==> src/rtl/toggle_event_receiver.sv <==
// Consumer side of a toggle-encoded event link: synchronises the toggle line, turns each level
// change into one event, and queues events in a saturating counter drained by valid/ready.
module toggle_event_receiver #(
  parameter int unsigned SYNC_STAGES = 2,
  parameter int unsigned CNT_W       = 4,
  parameter int unsigned TOTAL_W     = 16
) (
  input  logic               clk,
  input  logic               rst_n,
  input  logic               tog_in,
  input  logic               clr,
  input  logic               evt_ready,
  output logic               evt_valid,
  output logic               evt_pulse,
  output logic [CNT_W-1:0]   pending,
  output logic [TOTAL_W-1:0] total,
  output logic               overflow
);

  localparam int unsigned InitW = $clog2(SYNC_STAGES + 1) + 1;
  localparam logic [CNT_W-1:0] PendMax = '1;

  typedef enum logic {StInit, StRun} state_e;

  state_e                 state_q, state_d;
  logic [InitW-1:0]       init_cnt_q, init_cnt_d;
  logic [SYNC_STAGES-1:0] sync_q;
  logic                   ref_q;
  logic                   last_sync;
  logic                   run;
  logic                   det;
  logic                   dec;

  assign last_sync = sync_q[SYNC_STAGES-1];

  always_ff @(posedge clk or negedge rst_n) begin
    if (!rst_n) begin
      sync_q <= '0;
      ref_q  <= 1'b0;
    end else begin
      sync_q <= {sync_q[SYNC_STAGES-2:0], tog_in};
      // ref tracks the synchronised line every cycle: in INIT unconditionally, in RUN it only
      // differs from last_sync when an event is being detected, which is exactly when it updates.
      ref_q  <= last_sync;
    end
  end

  // FSM state register
  always_ff @(posedge clk or negedge rst_n) begin
    if (!rst_n) begin
      state_q    <= StInit;
      init_cnt_q <= '0;
    end else begin
      state_q    <= state_d;
      init_cnt_q <= init_cnt_d;
    end
  end

  // FSM next state; INIT lasts long enough for ref to settle on the synchronised level
  always_comb begin
    state_d    = state_q;
    init_cnt_d = init_cnt_q;
    unique case (state_q)
      StInit: begin
        if (init_cnt_q == InitW'(SYNC_STAGES)) begin
          state_d = StRun;
        end else begin
          init_cnt_d = init_cnt_q + InitW'(1);
        end
      end
      StRun: state_d = StRun;
      default: state_d = StInit;
    endcase
  end

  // FSM outputs
  always_comb begin
    run       = (state_q == StRun);
    det       = run && (last_sync ^ ref_q);
    evt_valid = (pending != '0);
    dec       = evt_valid && evt_ready;
  end

  always_ff @(posedge clk or negedge rst_n) begin
    if (!rst_n) begin
      evt_pulse <= 1'b0;
      pending   <= '0;
      total     <= '0;
      overflow  <= 1'b0;
    end else if (clr) begin
      evt_pulse <= 1'b0;
      pending   <= '0;
      total     <= '0;
      overflow  <= 1'b0;
    end else begin
      evt_pulse <= det;
      if (det) begin
        total <= total + TOTAL_W'(1);
      end
      // Simultaneous event and pop cancel, so a full counter does not overflow then.
      unique case ({det, dec})
        2'b10: begin
          if (pending == PendMax) begin
            overflow <= 1'b1;
          end else begin
            pending <= pending + CNT_W'(1);
          end
        end
        2'b01:   pending <= pending - CNT_W'(1);
        default: pending <= pending;
      endcase
    end
  end

endmodule

==> config.mk <==
export PLATFORM = sky130hd
export DESIGN_NAME = toggle_event_receiver
export DESIGN_NICKNAME = d
export VERILOG_FILES = /design/src/rtl/toggle_event_receiver.sv
export SDC_FILE = /design/constraint.sdc
export NUM_CORES = 1
export LEC_CHECK = 0
export CELL_PAD_IN_SITES_DETAIL_PLACEMENT = 1
export CELL_PAD_IN_SITES_GLOBAL_PLACEMENT = 1
export CORE_ASPECT_RATIO = 0.75
export CORE_UTILIZATION = 40
export CTS_CLUSTER_DIAMETER = 50
export CTS_CLUSTER_SIZE = 24
export DETAILED_ROUTE_END_ITERATION = 10
export GPL_ROUTABILITY_DRIVEN = 0
export MAX_ROUTING_LAYER = met4
export PLACE_DENSITY = 0.83
export SLEW_MARGIN = 20
export SYNTH_ARGS = -nofsm -noshare
export SYNTH_HDL_FRONTEND = slang
export SYNTH_SLANG_ARGS = --single-unit
==> constraint.sdc <==
create_clock -name clk -period 3.1 [get_ports clk]
set_input_delay 0.775 -clock clk [delete_from_list [all_inputs] [get_ports clk]]
set_output_delay 0.775 -clock clk [all_outputs]
set_load 0.05 [all_outputs]
# Word-level counts from Yosys, hierarchy flattened
# Index checks and enable logic that the tools add are counted.
[classes]
addsub = 4
eq_ne = 5
muxes = 11
bitwise = 3
reduce_logical = 10
[op_table]
columns = ["operator", "n"]
rows = [
  ["$mux W16", 2],
  ["$add A16 B1 Y16 const B", 1],
  ["$mux W4", 2],
  ["$pmux W4 S2", 1],
  ["$reduce_and A2 Y1", 3],
  ["$reduce_bool A2 Y1", 3],
  ["$mux W1", 5],
  ["$add A4 B1 Y4 const B", 1],
  ["$eq A4 B4 Y1 const B", 1],
  ["$reduce_bool A4 Y1", 1],
  ["$sub A4 B1 Y4 const B", 1],
  ["$add A3 B1 Y3 const B", 1],
  ["$eq A3 B2 Y1 const B", 1],
  ["$ne A3 B3 Y1 const B", 1],
  ["$reduce_bool A3 Y1", 1],
  ["$eq A2 B1 Y1 const B", 1],
  ["$eq A2 B2 Y1 const B", 1],
  ["$logic_and A1 B1 Y1", 2],
  ["$not A1 Y1", 2],
  ["$pmux W1 S2", 1],
  ["$xor A1 B1 Y1", 1],
]
[word_totals]
register_bits = 29
in_bits = 5
output_inout_bits = 23
wordCells = 41

# Logic depth before layout (Yosys ltp)
[depth]
word_depth = 5
depth_mapped = 8
mapped_depth_nobuf = 7

# Worst setup path before layout
# Ideal clock, no wire load.
[synth_path]
path_type = "flip-flop to flip-flop"
start = "reg pending[1]"
end = "reg pending[3]"
setup_ns = 0.125
t_arrival_ns = 2.369
required_ns = 2.975
setup_slack_ns = 0.607
path_stages_with_launch = 9
path_buffers = 1
period_less_slack_ns = 2.493
cell_sequence = "dfrtp_1 > buf_6 > o41ai_4 > a21oi_1 > ha_1 > o21a_1 > a2111oi_0 > a31oi_1 > mux2_2"
[synth_between]
elab_chain_len = 5
elab_cells_between_ends = 13
cone_classes = "add/sub (2); eq/ne (4); mux (3); reduce/logical (4)"
[synth_lines]
columns = ["element", "line_no", "source"]
rows = [
  ["from (decl)", "15", "output logic [CNT_W-1:0] pending,"],
  ["from (signal assigned)", "106", "pending <= pending + CNT_W'(1);"],
  ["from (signal assigned)", "109", "2'b01: pending <= pending - CNT_W'(1);"],
  ["from (signal assigned)", "110", "default: pending <= pending;"],
  ["parallel branches: the longest is 5 deep, another holds $add A4 B1 Y4", "n/a", ""],
]
# Parallel ways; which one is timed is not known. The select of a mux whose other input is x is not followed.
# A chain may end at the register's enable or synchronous reset.

# Worst setup path after layout
[layout_path]
start = "reg pending[1]"
end = "out evt_valid"
[layout_between]
elab_chain_len = 1
[layout_lines]
columns = ["element", "line_no", "source"]
rows = [
  ["$reduce_bool A4 Y1", "80", "evt_valid = (pending != '0);"],
  ["to (decl)", "13", "output logic evt_valid,"],
]
# No other way between the ends.

==> results by stage <==
Setup path:
- The worst-path maximum fanout is 9.
- At the worst endpoint, the arrival time is ~2 ns.
- The number of cells on the worst reg-to-reg path is 7.
- The endpoint of the worst-slack reg-to-reg timing path is pending[3]$_DFFE_PN0P_.
- STA classifies the critical path endpoint as an output port.
- In this run the register-to-register setup slack is 0.76 ns.
- The launching element type of the critical path is a flip-flop.
- The data required time of the critical path is ~2.3 ns.
- The reg-to-reg critical path startpoint is sync_q[1]$_DFF_PN0_.
- The worst setup path is of the reg -> out kind.

Power:
- The portion of total power attributed to the clock network is 0.241.
- The proportion of power drawn by flip-flops and latches is 0.390.
- VDD sags by at most approximately 370 uV.
- The power per standard cell area is between 600 and 700 mW/mm^2.
- In this run the power spent charging and discharging nets is around 0.47 mW.
- The leakage power total is 0.7831 nW.
- The cell-internal power is 0.7367 mW.
- The share of total power dissipated in combinational logic is 0.370.
- The switching share of power is 0.3913.
- The sum of internal, switching and leakage power is ~1.2 mW.

Synth:
- The number of instances in the synthesized netlist is about 150.
- The fraction of the mapped netlist area in compound gates came to 0.1289.
- After synthesis, the share of flip-flops with an asynchronous set or reset is 1.000.
- The netlist uses 41 different library cells.
- The average instance in the mapped netlist occupies between 10 and 15 sq um.
- The area share of and/or/nand/nor cells after synthesis is 0.2129.
- The post-synthesis net count is ~160.
- The total of flip-flops plus latches after synthesis is 29.
- The share of the Yosys chip area taken by registers is 0.4731.
- The yosys synthesis warning count is 0.
- In this run, synthesis inferred 0 flip-flops with an integrated enable.
- After synthesis the cells add up to 0.001534 sq mm.
- For this run, the leading register cell type out of synthesis is dfrtp_1.
- After synthesis, the largest family of logic cells by area is simple AND/OR/NAND/NOR gates.
- The share of synthesized cell area in full adder, half adder and majority cells is 0.04078.
- Of the total synthesized cell area, the portion taken by XOR and XNOR cells is 0.08564.
- The multiplexer fraction of the synthesized cell area is 0.02121.

Global routing:
- The number of antenna violations at the first check in global routing came to 0.
- The total overflow left after global routing is 0.
- The via count of the first global-routing pass is about 1300.
- The global-route wire length before repair is roughly 6 mm.
- The largest net degree at the start of global routing is 30.
- In the global route stage, overall resource usage came out at 0.2002.

Finish:
- Leaving out fill and tap cells, the most frequent cell in the layout is dfrtp_1.
- Leaving out fill and tap cells, the most frequent cells in the layout are 29 x dfrtp_1, 27 x clkdlybuf4s50_1, 16 x nor2_1.
- The number of inserted filler cells in the final layout is between 400 and 500.
- The net count of the finished layout is ~190.
- Of the cells placed in the final design, the portion with a size suffix greater than 1 is 0.1222.
- Once layout is complete, the cells apart from fillers number 232.
- The number of antenna diodes is 0.
- The signed area change from the synthesized netlist to the final layout is 26.92%.
- At the end of the flow the core is filled with cells to 0.5318.

Die:
- The die covers between 0.004 and 0.005 sq mm.
- The die height is roughly 56 um.
- The region available for standard cell placement spans 0.003661 sq mm.
- The top-level port count is 28.
- The initial cell density of the core is 0.4190.
- In this run the horizontal extent of the chip is around 74 um.
- The standard-cell row count is 19.

Timing:
- The headroom to the max-slew limit is 0.5339.
- For the pin with the worst max-slew slack, the measured transition is just under 0.7 ns.
- The final sum of negative setup slack is 0 ns.
- The final number of max-transition violations is 0.
- Based on the critical path, the design can be clocked at up to about 360 MHz.
- Hold timing on the final database bottoms out at a slack of between 0.3 and 0.4 ns.
- Setup repair after global routing left no endpoint under its margin.
- The final hold violation count was 0.
- In the finished design, the share of the clock period the worst path needs comes to 0.9054.
- The clock skew after layout is around 0.0073 ns.
- The worst path needs 2.807 ns of the cycle, external delays included.
- The final setup violation count is 0.

Placement:
- The HPWL after detailed placement is roughly 2.5 mm.
- The number of input and output port buffers inserted is 27.
- The number of placed instances, taps included is between 200 and 250.

Clocking:
- Clock latency on the worst-skew pair, taken at its later pin, is 0.27 ns.
- Post-CTS timing repair inserted 0 buffers for setup.
- The hold buffer count at cts is 0.
- The number of gates given a new drive strength after cts is 0.
- The number of H-tree levels is 2.
- The number of CTS-inserted buffers is 5.
- The CTS tree is yes.
- After clock tree synthesis, the clock-pin slew on the worst setup and hold paths is roughly 0.06 ns.
- The CTS sink count is 29.
- In this run the clock root is driven by a clkbuf_8.
- The maximum number of buffers from clock root to sink is 2.

Worst hold path:
- The cell depth of the worst hold path is 0.
- The path with the worst hold slack has its endpoint at sync_q[1]$_DFF_PN0_.
- In this run the most critical hold path is launched from sync_q[0]$_DFF_PN0_.
- In this run the worst hold path is classified as reg -> reg.

Status:
- The flow ran to the end, and the final reports show no timing, DRC or antenna violations.

Routing:
- The first detailed-routing pass took 4 iterations.
- Once detail routing completed, the nets flagged for antenna violations numbered 0.
- After detailed routing, the number of remaining DRC violations is 0.
- For this block, the routed nets add up to 3.435 mm of wire.
- The initial DRC count is 28.
- The per-cell via count in the routed design is ~5.3.
- The final route contains around 1200 vias.
- The post-detailed-route wirelength per cell is ~15 um.

Run:
- The count of max-cap constraint violations is 0.
-- logic make-up after synthesis --
family / count (synthesis)
compound gates: 25
xor+xnor: 15
fa+ha+maj: 5
buf+inv: 12
flops: 29
mux: 3
simple gates: 59
-- stage by stage --
step	setup slack, ns	cell area (sq um)
after global placement	0.3060	1857
after CTS	0.2798	1939
after global routing	0.2507	1947
after detailed placement	0.2331	1857
after floorplan	0.6067	1534
final	0.2933	1947
-- cell usage after synthesis, types with 2 or more instances --
cell type	count	area share
a21oi_1	9	0.029
a31o_2	2	0.011
clkbuf_1	3	0.0073
dfrtp_1	29	0.47
ha_1	5	0.041
inv_1	6	0.015
mux2_2	2	0.015
nand2_1	8	0.020
nand2b_1	4	0.016
nand3_1	6	0.020
nand4_1	3	0.012
nor2_1	16	0.039
nor2b_1	2	0.0082
nor3_1	3	0.0098
nor3b_1	2	0.0098
nor4_1	4	0.016
nor4b_1	2	0.011
o21a_1	2	0.0098
o21ai_0	3	0.0098
or3_1	3	0.012
xnor2_1	11	0.063
xor2_1	4	0.023
-- power groups by stage --
stage	sequential [mW]	combinational, mW	clock, mW
after floorplan	0.547	0.244	0
after global placement	0.475	0.431	0
after detailed placement	0.478	0.445	0
after CTS	0.471	0.451	0.298
after global routing	0.477	0.475	0.316
final	0.472	0.447	0.291
-- metal layers --
| metal | vias up | GRT usage | part of all wire |
|---|---|---|---|
| li1 | 588 | - | - |
| met1 | 626 | 0.2618 | 0.47 |
| met2 | 17 | 0.3145 | 0.50 |
| met3 | 2 | 0.05435 | 0.026 |
| met4 | 0 | 0.03846 | 0.0041 |
| met5 | - | - | 0 |
-- layout make-up --
type                       count  area (sq um)  share of cell area
clock buffer                   6         72.57             0.03728
clock inverter                 2         10.01            0.005141
inverter                       6         22.52             0.01157
multi-input combinational    107         758.2              0.3895
sequential                    29         725.7              0.3728
tap                           52         65.06             0.03342
timing repair buffer          30         292.8              0.1504
-- worst max-delay path by stage --
stage                                 startpoint                     end  depth (start not counted)
final                     pending[1]$_DFFE_PN0P_               evt_valid                          2
after detailed placement               evt_ready  pending[3]$_DFFE_PN0P_                          8
after floorplan           pending[1]$_DFFE_PN0P_  pending[3]$_DFFE_PN0P_                          8
after CTS                 pending[1]$_DFFE_PN0P_               evt_valid                          2
after global routing      pending[1]$_DFFE_PN0P_               evt_valid                          2
after global placement                 evt_ready  pending[3]$_DFFE_PN0P_                          8
-- state kept, by name (all words and copies together), names as in the netlist --
signal      flops
total          16
pending         4
init_cnt_q      3
sync_q          2
evt_pulse       1
overflow        1
ref_q           1
run             1
-- critical path: stages, from the launching register on --
cell,delay (ns)
dfrtp_1,0.49
or4_1,0.56
clkdlybuf4s50_1,0.71
(Power assumes the default switching activity.)
